File: src/rtl/fx2_fifo_streamer.sv
// -----------------------------------------------------------------------------
// fx2_fifo_streamer
//
// Writer for the CY7C68013A (FX2) synchronous slave-FIFO IN path. Each word
// comes from one of four sources: an incrementing counter, a walking-one
// pattern, a constant, or an external valid/ready stream. Full packets are
// committed by the FX2 AUTOIN logic. A short packet is committed with a single
// PKTEND# pulse when streaming stops or a flush is requested.
//
// Parameters
//   DATA_W     FD width, 8 or 16 (must match the FX2 WORDWIDE setting)
//   PKT_WORDS  words per full packet
//   FIFO_ADDR  endpoint select driven on FIFOADR
//
// Ports
//   USB_IFCLK    in   interface clock; all logic on its rising edge
//   USB_RESET2   in   asynchronous active-low reset
//   EN           in   stream enable (level)
//   FLUSH        in   one-cycle request to commit a partial packet
//   MODE         in   0 counter, 1 walking-one, 2 CONST_DATA, 3 S_DATA
//   CONST_DATA   in   constant pattern
//   S_DATA       in   external stream data
//   S_VALID      in   external stream valid
//   S_READY      out  external stream ready (combinational)
//   FLAG_FULL_N  in   FX2 programmable-full flag (FLAGB), active low
//   FD           out  FIFO data (registered)
//   FD_OE        out  FD output enable (registered)
//   SLWR_N       out  write strobe (registered)
//   PKTEND_N     out  packet-end strobe (registered)
//   SLRD_N       out  read strobe, tied high
//   SLOE_N       out  FIFO output enable, tied high
//   FIFOADR      out  endpoint address, constant FIFO_ADDR
//   WORD_CNT     out  total words written since reset; wraps
//   BUSY         out  high whenever the state is not IDLE
// -----------------------------------------------------------------------------
module fx2_fifo_streamer #(
    parameter int         DATA_W    = 16,
    parameter int         PKT_WORDS = 256,
    parameter logic [1:0] FIFO_ADDR = 2'b00
) (
    input  logic              USB_IFCLK,
    input  logic              USB_RESET2,
    input  logic              EN,
    input  logic              FLUSH,
    input  logic [1:0]        MODE,
    input  logic [DATA_W-1:0] CONST_DATA,
    input  logic [DATA_W-1:0] S_DATA,
    input  logic              S_VALID,
    output logic              S_READY,
    input  logic              FLAG_FULL_N,
    output logic [DATA_W-1:0] FD,
    output logic              FD_OE,
    output logic              SLWR_N,
    output logic              PKTEND_N,
    output logic              SLRD_N,
    output logic              SLOE_N,
    output logic [1:0]        FIFOADR,
    output logic [31:0]       WORD_CNT,
    output logic              BUSY
);

    typedef enum logic [1:0] {
        ST_IDLE   = 2'd0,
        ST_RUN    = 2'd1,
        ST_COMMIT = 2'd2
    } state_t;

    localparam logic [1:0] MODE_CNT    = 2'd0;
    localparam logic [1:0] MODE_WALK   = 2'd1;
    localparam logic [1:0] MODE_CONST  = 2'd2;
    localparam logic [1:0] MODE_STREAM = 2'd3;

    localparam int              PKT_W    = (PKT_WORDS > 1) ? $clog2(PKT_WORDS) : 1;
    localparam logic [PKT_W-1:0] PKT_LAST = PKT_W'(PKT_WORDS - 1);

    // -------------------------------------------------------------------------
    // State and registered outputs
    // -------------------------------------------------------------------------
    state_t              state_q,    state_d;
    logic [1:0]          mode_q,     mode_d;
    logic [DATA_W-1:0]   cnt_q,      cnt_d;
    logic [DATA_W-1:0]   walk_q,     walk_d;
    logic [PKT_W-1:0]    pkt_cnt_q,  pkt_cnt_d;
    logic [DATA_W-1:0]   fd_q,       fd_d;
    logic                fd_oe_q,    fd_oe_d;
    logic                slwr_n_q,   slwr_n_d;
    logic                pktend_n_q, pktend_n_d;
    logic [31:0]         word_cnt_q, word_cnt_d;

    logic                s_ready;
    logic                word_avail;
    logic                write_ok;
    logic                exit_req;
    logic [DATA_W-1:0]   word_sel;

    // -------------------------------------------------------------------------
    // Source selection and write qualification
    // -------------------------------------------------------------------------
    // The stream is only offered a handshake when the word it hands over can
    // be written on the same edge, so an accepted beat is never dropped.
    assign s_ready = (state_q == ST_RUN) && (mode_q == MODE_STREAM) &&
                     EN && !FLUSH && FLAG_FULL_N;

    assign word_avail = (mode_q != MODE_STREAM) || (S_VALID && s_ready);

    // A FLUSH is acted on at the very edge it is sampled, so it always beats a
    // write that would otherwise have issued on that edge.
    assign write_ok = (state_q == ST_RUN) && EN && !FLUSH && FLAG_FULL_N && word_avail;
    assign exit_req = !EN || FLUSH;

    always_comb begin
        word_sel = cnt_q;
        case (mode_q)
            MODE_CNT:    word_sel = cnt_q;
            MODE_WALK:   word_sel = walk_q;
            MODE_CONST:  word_sel = CONST_DATA;
            MODE_STREAM: word_sel = S_DATA;
            default:     word_sel = cnt_q;
        endcase
    end

    // -------------------------------------------------------------------------
    // Next-state and next-output logic
    // -------------------------------------------------------------------------
    always_comb begin
        // NOTE: every signal gets a default before the case so no path leaves
        // it unassigned; a missing default here would infer a latch.
        state_d    = state_q;
        mode_d     = mode_q;
        cnt_d      = cnt_q;
        walk_d     = walk_q;
        pkt_cnt_d  = pkt_cnt_q;
        fd_d       = fd_q;
        fd_oe_d    = fd_oe_q;
        slwr_n_d   = 1'b1;
        pktend_n_d = 1'b1;
        word_cnt_d = word_cnt_q;

        case (state_q)
            ST_IDLE: begin
                fd_oe_d = 1'b0;
                if (EN) begin
                    state_d   = ST_RUN;
                    mode_d    = MODE;
                    cnt_d     = '0;
                    walk_d    = DATA_W'(1);
                    pkt_cnt_d = '0;
                    fd_oe_d   = 1'b1;
                end
            end

            ST_RUN: begin
                if (exit_req) begin
                    if (pkt_cnt_q != '0) begin
                        // Partial packet in the FX2 buffer: commit it.
                        pktend_n_d = 1'b0;
                        state_d    = ST_COMMIT;
                    end else if (!EN) begin
                        state_d = ST_IDLE;
                        fd_oe_d = 1'b0;
                    end
                    // EN still high with an empty packet: the flush has
                    // nothing to commit and is simply dropped.
                end else if (write_ok) begin
                    fd_d       = word_sel;
                    slwr_n_d   = 1'b0;
                    word_cnt_d = word_cnt_q + 32'd1;
                    // Wrapping on the last word leaves the commit to AUTOIN.
                    pkt_cnt_d  = (pkt_cnt_q == PKT_LAST) ? '0 : pkt_cnt_q + PKT_W'(1);
                    if (mode_q == MODE_CNT) begin
                        cnt_d = cnt_q + DATA_W'(1);
                    end
                    if (mode_q == MODE_WALK) begin
                        walk_d = {walk_q[DATA_W-2:0], walk_q[DATA_W-1]};
                    end
                end
            end

            ST_COMMIT: begin
                // PKTEND_N is low for exactly this one cycle; the full flag is
                // not consulted because a commit adds no data to the FIFO.
                pkt_cnt_d = '0;
                if (EN) begin
                    state_d = ST_RUN;
                end else begin
                    state_d = ST_IDLE;
                    fd_oe_d = 1'b0;
                end
            end

            default: begin
                state_d = ST_IDLE;
                fd_oe_d = 1'b0;
            end
        endcase
    end

    // -------------------------------------------------------------------------
    // Registers
    // -------------------------------------------------------------------------
    // NOTE: sequential state uses non-blocking assignments so every register
    // samples the pre-edge value of its inputs, independent of statement order.
    // NOTE: all registers here are control or output state and take a reset
    // value; there is no storage array that could be left unreset.
    always_ff @(posedge USB_IFCLK or negedge USB_RESET2) begin
        if (!USB_RESET2) begin
            state_q    <= ST_IDLE;
            mode_q     <= MODE_CNT;
            cnt_q      <= '0;
            walk_q     <= DATA_W'(1);
            pkt_cnt_q  <= '0;
            fd_q       <= '0;
            fd_oe_q    <= 1'b0;
            slwr_n_q   <= 1'b1;
            pktend_n_q <= 1'b1;
            word_cnt_q <= '0;
        end else begin
            state_q    <= state_d;
            mode_q     <= mode_d;
            cnt_q      <= cnt_d;
            walk_q     <= walk_d;
            pkt_cnt_q  <= pkt_cnt_d;
            fd_q       <= fd_d;
            fd_oe_q    <= fd_oe_d;
            slwr_n_q   <= slwr_n_d;
            pktend_n_q <= pktend_n_d;
            word_cnt_q <= word_cnt_d;
        end
    end

    // -------------------------------------------------------------------------
    // Outputs
    // -------------------------------------------------------------------------
    assign S_READY  = s_ready;
    assign FD       = fd_q;
    assign FD_OE    = fd_oe_q;
    assign SLWR_N   = slwr_n_q;
    assign PKTEND_N = pktend_n_q;
    assign SLRD_N   = 1'b1;
    assign SLOE_N   = 1'b1;
    assign FIFOADR  = FIFO_ADDR;
    assign WORD_CNT = word_cnt_q;
    assign BUSY     = (state_q != ST_IDLE);

endmodule

File: config.mk
export PLATFORM = sky130hd
export DESIGN_NAME = fx2_fifo_streamer
export DESIGN_NICKNAME = d
export VERILOG_FILES = /design/src/rtl/fx2_fifo_streamer.sv
export SDC_FILE = /design/constraint.sdc
export NUM_CORES = 1
export LEC_CHECK = 0
export BUFFER_PORTS_ARGS = -buffer_cell sky130_fd_sc_hd__buf_2
export CELL_PAD_IN_SITES_DETAIL_PLACEMENT = 0
export CELL_PAD_IN_SITES_GLOBAL_PLACEMENT = 1
export CORE_MARGIN = 8
export CORE_UTILIZATION = 40
export CTS_BUF_LIST = sky130_fd_sc_hd__clkbuf_2 sky130_fd_sc_hd__clkbuf_4 sky130_fd_sc_hd__clkbuf_8
export CTS_CLUSTER_SIZE = 28
export DETAILED_ROUTE_END_ITERATION = 12
export PLACE_DENSITY_LB_ADDON = 0.1
export REMOVE_ABC_BUFFERS = 1
export SLEW_MARGIN = 25
export SYNTH_ARGS = -nofsm -noshare
export SYNTH_HDL_FRONTEND = slang
export SYNTH_SLANG_ARGS = --single-unit
File: constraint.sdc
create_clock -name USB_IFCLK -period 2.03 [get_ports USB_IFCLK]
set_clock_uncertainty 0.15 [all_clocks]
set_input_delay 0.3045 -clock USB_IFCLK [delete_from_list [all_inputs] [get_ports USB_IFCLK]]
set_output_delay 0.3045 -clock USB_IFCLK [all_outputs]
set_load 0.1 [all_outputs]
==> out/metrics.cfg <==
[sta]
setup_viol_count_final = 8
rsz0062_at_grt = yes
maxSlewHeadroom_pct = 61.4
slew_viol_final = 0
final_hold_viol_count = 0
worst_pin_slew_ps = 579
hold_slack_ps = 25.6
fmaxAchievable_ghz = 0.457
setup_ws_ps = -160
min_period_ps = 2190
fin_crit_sh_pct = 108

[pwr]
sequentialPowerShare_pct = 29.8
p_comb_share_pct = 50.4
p_leak_nw = 3.26
switching_share_pct = 44.2
p_int_mw = 4.32
peakVddDrop_uv = 1080
clockPowerShare_pct = 19.8
p_switching_mw = 3.43
p_per_area_mw_per_mm2 = 1190

[layout]
areaGrowthSynthToFinish_pct = 31.1
multi_input_area_sq_mm = 0.00262
num-nets-final = 654
nFillCells = 1062
drive_gt1_share_pct = 37.5
final_core_util_pct = 53.8
num_antenna_cells = 0
fin_area_sq_mm = 0.00649
register_area_sq_mm = 0.00238

[setup_path]
path_delay_family = buffers and inverters
critical_path.slowest_cell = dfrtp_1
crit_buf_inv = 4
cp_cell_sequence = inv_2 > ha_4 > and4b_1 > buf_6 > buf_6 > and3_4 > buf_12
crit_path_max_incr_delay_ps = 400
critPathCaptureType = output port
start_kind = register
ff2ff_path_depth = 8
crit_arrival_ps = 1740
rrSetupSlack_ps = -90
crit_required_ps = 1580
crit_start = state_q[1]
crit_end = S_READY
path_class = reg2out
crit_fanout = 2
timing.rr.start = state_q[1]
path_depth = 7
cp_common_cell = buf_6
timing.rr.end = cnt_q[13]

[synth]
yosys_warnings = 0
synthArstFlopShare_pct = 100
syn_area_sq_mm = 0.00495
ys_types = 56
ys_ff_latch = 95
synthFlopType = dfrtp_1
synth_enable_flop_cells = 0
syn_inst = 470
synth_top_area_share_pct = 46.5
synth.top_cells.by_count = dfrtp_1 (92), nand2_1 (81), xor2_1 (23), nand3_1 (21), o21ai_0 (18)
ys_top_cells_by_area = dfrtp_1 (47%), mux4_2 (7.3%), nand2_1 (6.1%)
yosysMostFrequentCell = dfrtp_1
ys_seq_area_share_pct = 48.1
avgSynthCellArea_sq_um = 10.5
synth_top_cell_by_area = dfrtp_1

[clocking]
h-tree-depth = 3
clock_sinks = 95
clockBufferDepth = 2
cts_tree = built
numCtsBuffers = 9
clock_latency_ps = 370
clk_pin_slew_worst_paths_ps = 90
cts_root_buf = clkbuf_8

[drt]
drtIter0Drc = 369
drt-total-wl_microns = 13500
ant_nets = 0
vias = 4148
vias_per_cell = 5.32
wire_per_inst_microns = 17.3
drcViolationCount = 0
drt_pass1_iterations = 4

[outcome]
violations = setup timing
status = complete, but fails checks

[grt]
grt_antenna_before_repair = 0
grt_max_degree = 34
grtUsageTotal_pct = 17.0
grt_overflow = 0
grt_pass1_vias = 4204
grt_pass1_wl_microns = 22000

[placed_design]
placed_cell_area_sq_mm = 0.00586
port_buffers = 92
gp_routability_congestion = 0.893
hpwlAfterDp_microns = 9870

[floorplan]
start_util_pct = 41.0
core_area_sq_mm = 0.0121
core.rowCount = 40
die_w_microns = 127
dieArea_sq_mm = 0.0162
die_h_microns = 127
pin_count = 97

[min_path]
hp-class = in2reg

[run]
maxCapViolCount = 0

-- stage by stage --
step           worst slack (ps)  total power, mW  instances  TNS [ps]
6_report                   -160             7.75        779      -496
5_1_grt                    -235             8.16        779     -2820
4_1_cts                    -176             7.76        775     -1620
3_5_place_dp               -116             6.05        750     -1310
3_3_place_gp              -93.8             6.02        750      -408
2_1_floorplan              -753             4.80        443    -38830
-- state kept, by name, indices dropped and copies added (netlist names) --
| signal | count |
|---|---|
| walk_q | 16 |
| PKTEND_N | 1 |
| FD | 16 |
| WORD_CNT | 32 |
| pkt_cnt_q | 8 |
| FD_OE | 1 |
| SLWR_N | 1 |
| cnt_q | 16 |
| mode_q | 2 |
| state_q | 2 |
-- layer usage --
layer | up-vias | share of wire (%) | wire, microns | global-route usage (%)
met1 | 2085 | 48 | 6470 | 23.4
li1 | 1964 | - | - | -
met4 | 0 | 0.83 | 112 | 5.88
met5 | - | 0 | 0 | 0
met3 | 8 | 5.8 | 779 | 3.45
met2 | 91 | 46 | 6150 | 26.1
-- power groups by stage --
stage / logic, mW / clock network [mW] / registers, mW
6_report: 3.91 / 1.54 / 2.31
5_1_grt: 4.17 / 1.65 / 2.34
4_1_cts: 3.86 / 1.59 / 2.31
3_5_place_dp: 3.70 / 0 / 2.35
3_3_place_gp: 3.68 / 0 / 2.34
2_1_floorplan: 1.27 / 0 / 3.53
-- layout make-up --
cell class	count	area share (%)
Clock buffer	10	2.12
Clock inverter	6	1.66
Multi-Input combinational cell	336	40.4
Tap cell	168	3.24
Sequential cell	95	36.7
Timing Repair Buffer	150	15.1
Inverter	14	0.810
-- how the worst min path moves through the flow --
stage,startpoint,endpoint,slack [ps],depth (start not counted)
finish,MODE[1],mode_q[1],30,2
global route,MODE[1],mode_q[1],20,2
CTS,MODE[1],mode_q[1],3,2
detailed placement,USB_RESET2,FD[9],150,1
global placement,USB_RESET2,FD[9],140,1
floorplan,USB_RESET2,FD[0],-140,0
-- kinds of logic after synthesis --
kind of cell	Yosys count	share of synthesized area, %
AOI/OAI and AO/OA	66	9.58
xor gates and xnor gates	34	6.02
adders and majority gates	8	2.02
buffers and inverters	43	4.58
DFF	95	48.1
muxes	20	8.16
other	2	0.152
and+or+nand+nor	202	21.4
-- timing repair --
action | 4_1_cts | 5_1_grt
buffers inserted | 5 | 4
gates cloned | 2 | 0
setup endpoints to repair | 33 | 72
pin swaps | 3 | 9
gates resized for setup | 22 | 31
hold buffers | 2 | 0
hold endpoints to repair | 29 | 0
-- cells in the final DEF (no fill, tap or decap), drive strengths merged, types with 10 or more instances in the layout --
| cell type | count |
|---|---|
| buf | 148 |
| dfrtp | 92 |
| nand2 | 82 |
| xor2 | 23 |
| nand3 | 22 |
| o21ai | 18 |
| nor2 | 17 |
| nor3 | 17 |
| mux4 | 16 |
| a22o | 15 |
| nand4 | 15 |
| inv | 14 |
| xnor2 | 11 |
| clkbuf | 10 |
| a21oi | 10 |
Note: power is estimated with default switching activity, not from simulation.
